## config.mk

```make
export PLATFORM = sky130hd
export DESIGN_NAME = fifo_arbiter_mux
export DESIGN_NICKNAME = d
export VERILOG_FILES = /design/src/rtl/fifo_arbiter_mux.sv
export SDC_FILE = /design/constraint.sdc
export NUM_CORES = 1
export LEC_CHECK = 0
export ABC_AREA = 1
export CAP_MARGIN = 10
export CORE_ASPECT_RATIO = 0.9
export CORE_MARGIN = 1
export CORE_UTILIZATION = 26
export CTS_CLUSTER_DIAMETER = 50
export DETAILED_ROUTE_END_ITERATION = 8
export PLACE_DENSITY_LB_ADDON = 0.05
export REMOVE_ABC_BUFFERS = 1
export SLEW_MARGIN = 20
export SYNTH_ARGS = -nofsm -noshare
export SYNTH_HDL_FRONTEND = slang
export SYNTH_SLANG_ARGS = --single-unit
```

## constraint.sdc

```tcl
create_clock -name BUS_CLK -period 1.3 [get_ports BUS_CLK]
set_input_delay 0.26 -clock BUS_CLK [delete_from_list [all_inputs] [get_ports BUS_CLK]]
set_output_delay 0.26 -clock BUS_CLK [all_outputs]
set_load 0.02 [all_outputs]
```

## src/rtl/fifo_arbiter_mux.sv

```systemverilog
// Merges CHANNELS first-word-fall-through source FIFOs onto one FWFT consumer port.
// Fixed-priority or round-robin selection, optional burst limit, and hold-request locking.
module fifo_arbiter_mux #(
  parameter int CHANNELS   = 2,
  parameter int DATA_WIDTH = 32,
  parameter int BURST_LEN  = 0
) (
  input  logic                           BUS_CLK,
  input  logic                           BUS_RST,
  input  logic                           MODE,
  input  logic [CHANNELS-1:0]            CH_ENABLE,
  input  logic [CHANNELS-1:0]            CH_EMPTY,
  input  logic [CHANNELS*DATA_WIDTH-1:0] CH_DATA,
  input  logic [CHANNELS-1:0]            CH_HOLD,
  output logic [CHANNELS-1:0]            CH_READ,
  input  logic                           FIFO_READ,
  output logic                           FIFO_EMPTY,
  output logic [DATA_WIDTH-1:0]          FIFO_DATA,
  output logic [2:0]                     GRANT,
  output logic                           GRANT_VALID,
  output logic                           LOCKED
);

  localparam int BW = (BURST_LEN > 0) ? $clog2(BURST_LEN + 1) : 1;
  localparam logic [BW-1:0] BURST_MAX = BW'(BURST_LEN);

  typedef enum logic [1:0] {
    ST_IDLE    = 2'd0,
    ST_GRANTED = 2'd1,
    ST_LOCKED  = 2'd2
  } state_t;

  state_t                  state_q, state_d;
  logic [2:0]              grant_q, grant_d;
  logic                    grant_valid_q, grant_valid_d;
  logic                    locked_q, locked_d;
  logic [BW-1:0]           burst_q, burst_d, burst_inc;

  logic [CHANNELS-1:0]     eligible, hold_req, grant_oh;
  logic                    cur_empty, cur_enabled, cur_hold, other_eligible;
  logic                    hold_found, elig_found;
  logic [2:0]              hold_idx, elig_idx;
  int                      rr_idx;
  logic                    fifo_empty_s, read_ok_s, burst_hit;
  logic                    rearb, use_hold;
  logic [DATA_WIDTH-1:0]   data_s;

  assign eligible = CH_ENABLE & ~CH_EMPTY;
  assign hold_req = CH_ENABLE & CH_HOLD;

  always_comb begin
    grant_oh = '0;
    for (int i = 0; i < CHANNELS; i++) begin
      grant_oh[i] = (grant_q == 3'(i));
    end
  end

  assign cur_empty      = |(grant_oh & CH_EMPTY);
  assign cur_enabled    = |(grant_oh & CH_ENABLE);
  assign cur_hold       = |(grant_oh & hold_req);
  assign other_eligible = |(eligible & ~grant_oh);

  // Descending loops let the lowest index / nearest round-robin offset win last.
  always_comb begin
    hold_found = 1'b0;
    hold_idx   = 3'd0;
    elig_found = 1'b0;
    elig_idx   = 3'd0;
    rr_idx     = 0;
    for (int i = CHANNELS - 1; i >= 0; i--) begin
      if (hold_req[i]) begin
        hold_found = 1'b1;
        hold_idx   = 3'(i);
      end
    end
    if (MODE == 1'b0) begin
      for (int i = CHANNELS - 1; i >= 0; i--) begin
        if (eligible[i]) begin
          elig_found = 1'b1;
          elig_idx   = 3'(i);
        end
      end
    end else begin
      for (int k = CHANNELS; k >= 1; k--) begin
        rr_idx = (int'(grant_q) + k) % CHANNELS;
        if (eligible[rr_idx]) begin
          elig_found = 1'b1;
          elig_idx   = 3'(rr_idx);
        end
      end
    end
  end

  // Reset blocks consumption in the same cycle, before the registers clear.
  assign fifo_empty_s = BUS_RST | ~grant_valid_q | cur_empty;
  assign read_ok_s    = FIFO_READ & ~fifo_empty_s;
  assign CH_READ      = grant_oh & {CHANNELS{read_ok_s}};
  assign FIFO_EMPTY   = fifo_empty_s;

  always_comb begin
    data_s = '0;
    for (int i = 0; i < CHANNELS; i++) begin
      if (grant_oh[i] && grant_valid_q) begin
        data_s = CH_DATA[i*DATA_WIDTH +: DATA_WIDTH];
      end
    end
  end

  assign FIFO_DATA = data_s;

  // The burst limit looks at the count including this cycle's read so a grant
  // yields right after its BURST_LEN-th word.
  always_comb begin
    burst_inc = burst_q;
    if (read_ok_s && (burst_q != BURST_MAX)) begin
      burst_inc = burst_q + BW'(1);
    end
    burst_hit = (BURST_LEN > 0) && (burst_inc == BURST_MAX) && other_eligible;
  end

  always_comb begin
    state_d       = state_q;
    grant_d       = grant_q;
    grant_valid_d = grant_valid_q;
    locked_d      = locked_q;
    rearb         = 1'b0;
    use_hold      = 1'b1;
    case (state_q)
      ST_IDLE: rearb = 1'b1;
      ST_GRANTED: begin
        if (cur_empty || !cur_enabled) begin
          rearb = 1'b1;
        end else if (burst_hit) begin
          rearb    = 1'b1;
          use_hold = 1'b0;
        end
      end
      ST_LOCKED: rearb = !cur_hold;
      default:   rearb = 1'b1;
    endcase
    if (rearb) begin
      if (use_hold && hold_found) begin
        state_d       = ST_LOCKED;
        grant_d       = hold_idx;
        grant_valid_d = 1'b1;
        locked_d      = 1'b1;
      end else if (elig_found) begin
        state_d       = ST_GRANTED;
        grant_d       = elig_idx;
        grant_valid_d = 1'b1;
        locked_d      = 1'b0;
      end else begin
        state_d       = ST_IDLE;
        grant_valid_d = 1'b0;
        locked_d      = 1'b0;
      end
    end
    burst_d = burst_inc;
    if ((grant_d != grant_q) || (grant_valid_d != grant_valid_q)) begin
      burst_d = '0;
    end
  end

  always_ff @(posedge BUS_CLK) begin
    if (BUS_RST) begin
      state_q       <= ST_IDLE;
      grant_q       <= 3'd0;
      grant_valid_q <= 1'b0;
      locked_q      <= 1'b0;
      burst_q       <= '0;
    end else begin
      state_q       <= state_d;
      grant_q       <= grant_d;
      grant_valid_q <= grant_valid_d;
      locked_q      <= locked_d;
      burst_q       <= burst_d;
    end
  end

  assign GRANT       = grant_q;
  assign GRANT_VALID = grant_valid_q;
  assign LOCKED      = locked_q;

endmodule

```

==> run_results.csv <==
group,metric,value,unit
status,status,"finished, violations left",
status,violations,"setup timing",
power_and_ir_drop,power.leakage,1.23,nW
cells_and_area,fill_cells,209,
synthesis,synth_seq_cells,4,
placement,port_buffers,111,
synthesis,ys.warnings.count,0,
floorplanning,pin_count,114,
timing,setup-tns-final,-3.40,ns
drt,first_iter_violations,72,
timing,setup_viol,36,
synthesis,synth_area,888,sq um
placement,hpwl,2850,microns
drt,drcViolationCount,0,
clock_tree,clockBufferDepth,2,
worst_setup_path,timing_worst_setup_path_type,"reg2out",
worst_setup_path,cp_data_arrival_time,1.21,ns
drt,first_pass_iters,4,
drt,ant_nets,0,
clock_tree,clockRootBuffer,"clkbuf_8",
synthesis,ys_seq_area_frac,0.0901,
drt,routedWlPerCell,14.3,microns
timing,timing.fmax,681,MHz
clock_tree,cts_buffers,3,
cells_and_area,nets,379,
drt,wirelength,4900,microns
cells_and_area,drive_gt1_frac,0.439,
timing,rsz0062_at_grt,"yes",
synthesis,synth_cells,171,
global_route,grt_pass1_wl,6560,microns
floorplanning,die_h,57.5,microns
clock_tree,cts_hold_buf,0,
timing,post-route-period-util,1.13,
global_route,first_global_vias,1478,
timing,timing.final.hold_violations,0,
worst_setup_path,cp-end-kind,"output port",
drt,vias_per_cell,4.94,
synthesis,ys_types,21,
timing,drv_slew,0,
cells_and_area,postLayoutCoreUtil,0.839,
cells_and_area,num_antenna_cells,0,
floorplanning,num_rows,19,
timing,finalCriticalPeriod,1.47,ns
floorplanning,core,3160,sq um
drt,vias,1694,
worst_setup_path,start_kind,"flop",
cells_and_area,fin_cells,343,
global_route,antenna_found_initial,0,
timing,fin_ws,-0.169,ns
floorplanning,die-area,3660,sq um
global_route,grt_max_degree,22,
cells_and_area,syn_to_final_growth,198,%
clock_tree,clk_latency,0.21,ns
hold_path,min_path_type,"in2reg",
worst_setup_path,crit_path_max_fanout,8,
power_and_ir_drop,vdd_drop_max,668,uV
clock_tree,clk_pin_slew,0.03,ns
global_route,grt_usage,0.222,
run,cap_viol_max_count,0,
worst_setup_path,crit_required,1.04,ns
global_route,grt_overflow,0,
synthesis,syn_area_per_cell,5.20,sq um
placement,place_congestion,0.731,
clock_tree,tritoncts,"yes",
power_and_ir_drop,p_per_area,908,nW/um^2
clock_tree,cts_max_level,1,
placement,place_inst,328,
floorplanning,start_util,0.281,
timing,fin_skew,0.000269,ns
floorplanning,dieWidth,63.6,microns
clock_tree,clkSinkCount,4,
## state kept, by name, summed over array words and instances (netlist names)
register,cells
GRANT,1
GRANT_VALID,1
state_q,2
## path summary, 6_finish.rpt
check | start | end | slack [ns] | cells past startpoint
setup reg to reg | GRANT[0]$_SDFFE_PP0P_ | GRANT[0]$_SDFFE_PP0P_ | 0.02 | 10
setup / recovery | GRANT[0]$_SDFFE_PP0P_ | FIFO_DATA[6] | -0.17 | 5
hold reg to reg | state_q[0]$_SDFFE_PP0P_ | state_q[0]$_SDFFE_PP0P_ | 0.50 | 2
hold / removal | BUS_RST | GRANT_VALID$_SDFFE_PP0P_ | 0.47 | 3
## per-stage QoR
stage / power [mW] / hold WS (ns) / worst slack [ns] / area, sq um
global placement: 1.66 / 0.484 / -0.711 / 2170
global route: 2.55 / 0.481 / -0.239 / 2650
CTS: 2.16 / 0.463 / -0.160 / 2380
detailed placement: 1.67 / 0.493 / -0.730 / 2170
finish: 2.41 / 0.469 / -0.169 / 2650
floorplan: 0.838 / 0.322 / -1.03 / 812
## metal layers
| metal | vias to the layer above | share of wire | global-route usage |
|---|---|---|---|
| li1 | 836 | - | - |
| met1 | 738 | 0.38 | 0.263 |
| met2 | 104 | 0.51 | 0.388 |
| met3 | 16 | 0.080 | 0.0600 |
| met4 | 0 | 0.030 | 0.0682 |
| met5 | - | 0 | 0 |
## cell families (layout without fill, tap and decap cells)
family / Yosys count / count (layout) / share of synthesized area
fa+ha+maj: 2 / 2 / 0.0282
other cells: 1 / 2 / 0.00422
simple gates: 131 / 131 / 0.696
compound gates: 7 / 7 / 0.0493
flops: 4 / 4 / 0.0901
buf+inv: 26 / 155 / 0.132
## worst max-delay path, cell delays in order (launching register included)
cell,delay (ns)
dfxtp_4,0.41
buf_6,0.14
buf_12,0.13
nand3_2,0.10
nand2_2,0.08
buf_6,0.11
## final cells by class
class	instances	area [sq um]	area share
repair buffers	142	1530	0.578
multi-input cells	142	892	0.336
flip-flops and latches	4	87.6	0.0330
well taps	42	52.6	0.0198
inverters	10	45.0	0.0170
clock buffers	3	41.3	0.0156
## placed cells by master (no fill, tap or decap), types with 2 or more instances in the layout
cell type / instances
nand3_1: 43
buf_6: 37
a21oi_1: 2
nand2_1: 30
clkbuf_8: 3
nand3_4: 2
ha_1: 2
buf_4: 18
clkbuf_16: 3
nor2_2: 2
conb_1: 2
nand3_2: 26
nand2_2: 19
clkdlybuf4s50_1: 69
nor2_1: 6
dfxtp_4: 2
inv_2: 3
buf_8: 2
a21oi_2: 2
dfxtp_1: 2
dlygate4sd2_1: 4
buf_12: 5
inv_1: 6
nand2_4: 2
## Yosys cell counts, drive strengths merged
cell type | n | area (sq um)
a21oi | 4 | 27.5
a31oi | 1 | 6.26
buf | 14 | 72.6
clkbuf | 2 | 7.51
conb | 1 | 3.75
dfxtp | 4 | 80.1
ha | 2 | 25.0
inv | 10 | 37.5
nand2 | 51 | 196
nand3 | 71 | 383
nand4 | 1 | 6.26
nor2 | 8 | 32.5
o21ai | 2 | 10.0
## timing repair
action | in CTS | in global routing
setup buffers | 4 | 3
gates resized for setup | 230 | 63
pin swaps | 4 | 26
gates cloned | 3 | 4
endpoints found under the setup margin | 42 | 41
## power breakdown
part	internal, mW	total [mW]	switching [mW]	leakage (nW)
clock network	0.197	0.262	0.0644	0.0216
logic	1.01	1.94	0.932	1.18
registers	0.151	0.200	0.0494	0.0343
(Power assumes the default switching activity.)
